**config.mk**
```make
export PLATFORM = sky130hd
export DESIGN_NAME = muxover_sched
export DESIGN_NICKNAME = d
export VERILOG_FILES = /design/src/rtl/muxover_sched.sv
export SDC_FILE = /design/constraint.sdc
export NUM_CORES = 1
export LEC_CHECK = 0
export ABC_CLOCK_PERIOD_IN_PS = 1800
export CAP_MARGIN = 30
export CELL_PAD_IN_SITES_DETAIL_PLACEMENT = 1
export CELL_PAD_IN_SITES_GLOBAL_PLACEMENT = 1
export CORE_MARGIN = 1
export CORE_UTILIZATION = 37
export CTS_CLUSTER_DIAMETER = 100
export DETAILED_ROUTE_END_ITERATION = 10
export GPL_TIMING_DRIVEN = 1
export MAX_ROUTING_LAYER = met4
export PLACE_DENSITY = 0.76
export SLEW_MARGIN = 30
export SYNTH_ARGS = -nofsm -noshare
export SYNTH_HDL_FRONTEND = slang
export SYNTH_SLANG_ARGS = --single-unit
```
**constraint.sdc**
```tcl
create_clock -name clk -period 1.8 [get_ports clk]
set_clock_uncertainty 0.15 [all_clocks]
set_input_delay 0.36 -clock clk [delete_from_list [all_inputs] [get_ports clk]]
set_output_delay 0.36 -clock clk [all_outputs]
set_load 0.05 [all_outputs]
```
**src/rtl/muxover_sched.sv**
```systemverilog
// rtl/muxover_sched.sv - round-robin dwell scheduler for the shared muxover datapath
// Optional: SCHED_LIGHT_PRIORITY_EN gives the traffic-light client fixed priority on ties.
module muxover_sched #(
    parameter int DWELL = 8,
    parameter int GAP   = 1
) (
    input  logic clk,
    input  logic rst,
    input  logic req_dice,
    input  logic req_light,
    output logic gnt_dice,
    output logic gnt_light,
    output logic sel,
    output logic button,
    output logic done
);

    localparam int DW = (DWELL > 1) ? $clog2(DWELL) : 1;
    localparam int GW = (GAP > 1) ? $clog2(GAP) : 1;

    localparam logic DICE  = 1'b0;
    localparam logic LIGHT = 1'b1;

    typedef enum logic [1:0] {
        S_IDLE  = 2'd0,
        S_GRANT = 2'd1,
        S_GAP   = 2'd2
    } state_t;

    state_t        state_q, state_d;
    logic          owner_q, owner_d;
    logic          last_owner_q, last_owner_d;
    logic [DW-1:0] dwell_q, dwell_d;
    logic [GW-1:0] gap_q, gap_d;
    logic          gnt_dice_d, gnt_light_d, sel_d, button_d, done_d;
    logic          start;
    logic          winner;

    // Arbitration winner; only meaningful when at least one request is high.
    function automatic logic pick(input logic rd, input logic rl, input logic last);
`ifdef SCHED_LIGHT_PRIORITY_EN
        if (rl)
            return LIGHT;
        else if (rd)
            return DICE;
        else
            return last;
`else
        if (rd && rl)
            return ~last;
        else if (rl)
            return LIGHT;
        else
            return DICE;
`endif
    endfunction

    assign winner = pick(req_dice, req_light, last_owner_q);

    always_comb begin
        state_d      = state_q;
        owner_d      = owner_q;
        last_owner_d = last_owner_q;
        dwell_d      = dwell_q;
        gap_d        = gap_q;
        sel_d        = sel;
        gnt_dice_d   = 1'b0;
        gnt_light_d  = 1'b0;
        button_d     = 1'b0;
        done_d       = 1'b0;
        start        = 1'b0;

        case (state_q)
            S_IDLE: begin
                if (req_dice || req_light)
                    start = 1'b1;
            end
            S_GRANT: begin
                if (dwell_q == '0) begin
                    state_d      = S_GAP;
                    last_owner_d = owner_q;
                    gap_d        = GW'(GAP - 1);
                end else begin
                    dwell_d     = dwell_q - DW'(1);
                    gnt_dice_d  = (owner_q == DICE);
                    gnt_light_d = (owner_q == LIGHT);
                    button_d    = 1'b1;
                    // done is registered, so raise it one cycle ahead of the last dwell cycle
                    done_d      = (dwell_q == DW'(1));
                end
            end
            S_GAP: begin
                if (gap_q == '0) begin
                    if (req_dice || req_light)
                        start = 1'b1;
                    else
                        state_d = S_IDLE;
                end else begin
                    gap_d = gap_q - GW'(1);
                end
            end
            default: begin
                state_d = S_IDLE;
            end
        endcase

        if (start) begin
            state_d     = S_GRANT;
            owner_d     = winner;
            sel_d       = winner;
            gnt_dice_d  = (winner == DICE);
            gnt_light_d = (winner == LIGHT);
            button_d    = 1'b1;
            dwell_d     = DW'(DWELL - 1);
        end
    end

    always_ff @(posedge clk or negedge rst) begin
        if (!rst) begin
            state_q      <= S_IDLE;
            owner_q      <= DICE;
            last_owner_q <= LIGHT;
            dwell_q      <= '0;
            gap_q        <= '0;
            gnt_dice     <= 1'b0;
            gnt_light    <= 1'b0;
            sel          <= 1'b0;
            button       <= 1'b0;
            done         <= 1'b0;
        end else begin
            state_q      <= state_d;
            owner_q      <= owner_d;
            last_owner_q <= last_owner_d;
            dwell_q      <= dwell_d;
            gap_q        <= gap_d;
            gnt_dice     <= gnt_dice_d;
            gnt_light    <= gnt_light_d;
            sel          <= sel_d;
            button       <= button_d;
            done         <= done_d;
        end
    end

endmodule
```
==> results.toml, run 1 <==
[outcome]
status = "finished clean"

[sta]
relSlewSlack = 0.685
rsz0062_at_grt = "no"
clock.fmax_ghz = 0.658
finalCritPeriodShare = 0.845
setup_tns_ps = 0
tightest_slew_ps = 472
hold_viol_final = 0
finalSetupViolCount = 0
finalMaxSlewViolations = 0
period_needed_ps = 1520

[floorplan]
die_h_um = 38.8
die_w_um = 38.8
design.core.area_mm2 = 0.00119
ioPinCount = 9
rows = 12
start_util = 0.422
fp.dieArea_mm2 = 0.00150

[layout]
drive_gt1_frac = 0.273
final_nets = 63
areaGrowthSynthToFinish_pct = 24.8
stdcell_count = 69
diodes = 0
final_cell_mix = "10 x dfrtp_1, 6 x o21ai_1, 4 x inv_1, 4 x buf_4"
layout_commonest_cell = "dfrtp_1"

[global_routing]
antenna_found_initial = 0
gr-total-overflow = 0
globalRouteTotalUtil = 0.205
grt_first_pass_wirelength_um = 1920
grt_max_degree = 12
grt_pass1_vias = 409

[detailed_routing]
firstDrtPassIters = 4
drt-total-wl_um = 1090
num_vias = 377
drt_iter0_drc = 2
via_per_inst = 5.46
drc = 0
avgRoutedWirePerCell_um = 15.8
final_antenna_net_count = 0

[power_and_ir_drop]
power_density_mw_per_mm2 = 1980
power.leakage_nw = 0.295
irDropWorstVdd_v = 0.00103

[hold_path]
hold_class = "in -> async"

[critical_path]
critPathRequiredTime_ps = 1850
arrival_ps = 1570
critPathKind = "reg -> reg"
startpoint_type = "flip-flop"
crit_path_end_kind = "flip-flop"
crit_fanout = 4

[placement]
dp.cells = 65
hpwl_um = 844
portBuffers = 8
gp_congestion = 0.806

[synth]
yosys.cell_types.count = 22
synth_fp_nets = 50
ys_seq_area_frac = 0.553
yosys_warnings = 0
syn_area_um2 = 500
syn_avg_cell_area_um2 = 11.6
synth-seq-cells = 11
syn-instance-count = 43

[clock_network]
cts_buffer_depth = 2
clk_pin_slew_worst_paths_ps = 70
holdBufCountCts = 0
clock_sinks = 11
cts_tree = "built"
cts-root-buf = "clkbuf_4"
cts_max_level = 1
postCtsSetupBuffers = 0
clock_latency_ps = 260
post_cts_resized = 0
numCtsBuffers = 3

[job]
max_cap_viol_count = 0
==> kinds of logic (layout without fill, tap and decap cells) <==
family	count (synthesis)	after routing	share of synthesized area
multiplexers	1	1	0.0300
flip-flops	11	11	0.553
adder cells (fa/ha/maj)	3	3	0.0750
AND/OR/NAND/NOR	12	12	0.173
AO/OA/AOI/OAI	12	12	0.140
buffers and inverters	4	16	0.0300
==> worst paths after layout <==
| check | to | slack, ps | cells after the start | start |
|---|---|---|---|---|
| setup reg to reg | last_owner_q | 280 | 5 | dwell_q[0] |
| max in group asynchronous | last_owner_q | 890 | 1 | rst |
| hold reg to reg | done | 380 | 1 | dwell_q[2] |
| setup / recovery | last_owner_q | 280 | 5 | dwell_q[0] |
| hold / removal | button | 270 | 1 | rst |
| min in group clk | done | 380 | 1 | dwell_q[2] |
==> state kept, by name, summed over array words and instances (netlist names) <==
signal	cells
gnt_light	1
state_q	2
owner_q	1
dwell_q	3
button	1
gnt_dice	1
done	1
last_owner_q	1
==> critical path: stages, from the launching register on <==
cell,delay [ps]
dfrtp_1,410
inv_1,120
ha_1,240
nand2b_4,90
nor2_2,140
mux2_4,310
==> layer usage <==
| layer | vias up | GRT usage | wire [um] |
|---|---|---|---|
| li1 | 175 | - | - |
| met4 | 0 | 0.112 | 21 |
| met2 | 14 | 0.333 | 577 |
| met1 | 186 | 0.218 | 437 |
| met5 | - | - | 0 |
| met3 | 2 | 0.0694 | 54 |
==> power breakdown <==
group	leakage (nW)	switching (W)	internal [W]
sequential	0.128	0.0000837	0.000360
combinational	0.152	0.000388	0.000239
clock	0.0150	0.0000782	0.0000858
total	0.295	0.000550	0.000684
==> synthesized netlist by cell type <==
library cell | number | area, um^2
and2b_1 | 1 | 7.51
a211o_1 | 1 | 8.76
a31oi_1 | 1 | 6.26
nor3b_2 | 1 | 12.5
nand2_2 | 1 | 6.26
nor2b_1 | 2 | 12.5
nor2_2 | 1 | 6.26
nand2b_2 | 1 | 8.76
ha_1 | 3 | 37.5
nand2b_4 | 1 | 13.8
a21oi_1 | 1 | 5.00
inv_1 | 4 | 15.0
and3_1 | 1 | 6.26
dfrtp_1 | 10 | 250
o211ai_1 | 1 | 7.51
dfstp_2 | 1 | 26.3
nand2_1 | 2 | 7.51
mux2_4 | 1 | 15.0
o21bai_1 | 1 | 7.51
nor3_1 | 1 | 5.00
o21ai_0 | 1 | 5.00
o21ai_1 | 6 | 30.0
==> through the flow <==
step	setup slack [ps]	cell area [um^2]	hold WS, ps	utilization	total power, W
floorplan	409	500	-85.6	-	0.000849
global placement	304	598	354	0.504	0.00103
detailed placement	189	598	366	0.504	0.00107
CTS	292	624	272	0.526	0.00125
global route	194	624	286	0.526	0.00132
finish	279	624	266	0.526	0.00123
==> final cells by class <==
| type | count | area [um^2] |
|---|---|---|
| fillers | 129 | 562 |
| flip-flops and latches | 11 | 277 |
| multi-input cells | 28 | 209 |
| repair buffers | 8 | 80.1 |
| clock buffers | 4 | 26.3 |
| well taps | 14 | 17.5 |
| inverters | 4 | 15.0 |
Power figures use the tool's default switching activity.
==> run 2: changes to the inputs <==
--- a/config.mk
+++ b/config.mk
@@ -5,17 +5,17 @@
 export SDC_FILE = /design/constraint.sdc
 export NUM_CORES = 1
 export LEC_CHECK = 0
-export ABC_CLOCK_PERIOD_IN_PS = 1800
+export ABC_CLOCK_PERIOD_IN_PS = 1330
 export CAP_MARGIN = 30
 export CELL_PAD_IN_SITES_DETAIL_PLACEMENT = 1
 export CELL_PAD_IN_SITES_GLOBAL_PLACEMENT = 1
 export CORE_MARGIN = 1
-export CORE_UTILIZATION = 37
+export CORE_UTILIZATION = 34
 export CTS_CLUSTER_DIAMETER = 100
 export DETAILED_ROUTE_END_ITERATION = 10
 export GPL_TIMING_DRIVEN = 1
 export MAX_ROUTING_LAYER = met4
-export PLACE_DENSITY = 0.76
+export PLACE_DENSITY = 0.74
 export SLEW_MARGIN = 30
 export SYNTH_ARGS = -nofsm -noshare
 export SYNTH_HDL_FRONTEND = slang
==> constraint.sdc (replaced) <==
create_clock -name clk -period 1.33 [get_ports clk]
set_clock_uncertainty 0.15 [all_clocks]
set_input_delay 0.266 -clock clk [delete_from_list [all_inputs] [get_ports clk]]
set_output_delay 0.266 -clock clk [all_outputs]
set_load 0.05 [all_outputs]
==> results.toml, run 2 (synthesized netlist as in run 1, its figures left out) <==
[outcome]
status = "finished clean"

[clock_network]
cts_max_level = 1
clock_latency_ps = 270
cts-root-buf = "clkbuf_4"
cts_tree = "built"
numCtsBuffers = 3
holdBufCountCts = 0
clk_pin_slew_worst_paths_ps = 70
cts_buffer_depth = 2
clock_sinks = 11

[layout]
areaGrowthSynthToFinish_pct = 51.2
final_cell_mix = "10 x dfrtp_1, 7 x buf_4, 5 x o21ai_1, 5 x buf_12"
regMostFlops = "dwell_q"
drive_gt1_frac = 0.435
reg_top3 = "dwell_q (3), state_q (2)"
nFillCells = 148
final_nets = 70
layout_commonest_cell = "dfrtp_1"
largest_reg_flops = 3
fin_util = 0.568
diodes = 0

[critical_path]
worst_path_max_delay_cell = "dfrtp_1"
critPathRequiredTime_ps = 910
crit_buf_inv = 1
arrival_ps = 910
critPathKind = "reg -> out"
startpoint_type = "flip-flop"
crit_fanout = 4
worst_path_largest_cell_delay_ps = 450
path_cells = "buf_12"
crit_family = "flip-flops"
crit_path_end_kind = "output port"

[global_routing]
grt_first_pass_wirelength_um = 1790
grt_pass1_vias = 391
globalRouteTotalUtil = 0.180
grt_max_degree = 12
gr-total-overflow = 0
antenna_found_initial = 0

[placement]
portBuffers = 8
gp_congestion = 0.784
hpwl_um = 863

[sta]
tightest_slew_ps = 286
finalMaxSlewViolations = 0
hold_viol_final = 0
clock.fmax_ghz = 0.755
rsz0062_at_grt = "yes"
finalSetupViolCount = 0
period_needed_ps = 1320
holdWs_ps = 140
setup_tns_ps = 0
relSlewSlack = 0.807
finalCritPeriodShare = 0.996

[power_and_ir_drop]
power_density_mw_per_mm2 = 2640
irDropWorstVdd_v = 0.00108
power.leakage_nw = 0.345

[detailed_routing]
avgRoutedWirePerCell_um = 15.3
via_per_inst = 4.95
final_antenna_net_count = 0
firstDrtPassIters = 2
drc = 0
drt_iter0_drc = 12
drt-total-wl_um = 1180
num_vias = 381

[floorplan]
start_util = 0.375
ioPinCount = 9
rows = 13
fp.dieArea_mm2 = 0.00163
die_h_um = 40.4
die_w_um = 40.4
design.core.area_mm2 = 0.00133

[job]
max_cap_viol_count = 0

[hold_path]
hold_class = "in -> async"
[run 2: changes by cell type in the layout (fill, tap and decap cells not counted), moves of 2 or more]
cell,change
buf_12,+4
inv_2,+2
inv_1,-2
buf_4,+3
[run 2: power breakdown]
group	internal (W)	switching, W	leakage [nW]
combinational	0.000567	0.000580	0.203
sequential	0.000488	0.000132	0.128
clock	0.000116	0.000118	0.0150
total	0.00117	0.000831	0.345
[run 2: per-layer routing]
layer / global-route usage / share of wire / routed length, um / vias to the layer above
li1: - / - / - / 183
met2: 0.246 / 0.48 / 561 / 6
met4: 0.100 / 0.015 / 18 / 0
met1: 0.247 / 0.48 / 570 / 188
met3: 0.0333 / 0.023 / 27 / 4
met5: - / 0 / 0 / -
[run 2: worst paths after layout]
path | depth (start not counted) | from | slack (ps) | endpoint
worst min register to register | 2 | dwell_q[2] | 410 | done
worst max-delay path | 1 | owner_q | 5 | sel
max in group asynchronous | 2 | rst | 660 | last_owner_q
worst max register to register | 5 | dwell_q[1] | 30 | last_owner_q
min in group clk | 2 | dwell_q[2] | 410 | done
worst min-delay path | 2 | rst | 140 | state_q[0]
[run 2: per-stage QoR]
| stage | worst slack [ps] | area, um^2 | std cells | total power, W |
|---|---|---|---|---|
| finish | 5.06 | 757 | 77 | 0.00200 |
| global route | -36.1 | 757 | 77 | 0.00212 |
| CTS | 13.9 | 751 | 77 | 0.00200 |
| floorplan | 27.8 | 518 | 43 | 0.00120 |
| global placement | -34.3 | 719 | 73 | 0.00171 |
| detailed placement | -64.1 | 719 | 73 | 0.00174 |
[run 2: repair_timing]
| action | in CTS | in global routing |
|---|---|---|
| resized for setup | 1 | 2 |
| setup buffers | 0 | 0 |
| gates cloned | 0 | 0 |
| pin swaps | 1 | 0 |
| setup endpoints to repair | 3 | 4 |
[run 2: layout make-up]
cell class,count,area [um^2],share of cell area
sequential,11,277,0.365
inverter,4,15.0,0.0198
tap,15,18.8,0.0248
multi-input combinational,28,238,0.314
timing repair buffer,15,183,0.241
clock buffer,4,26.3,0.0347
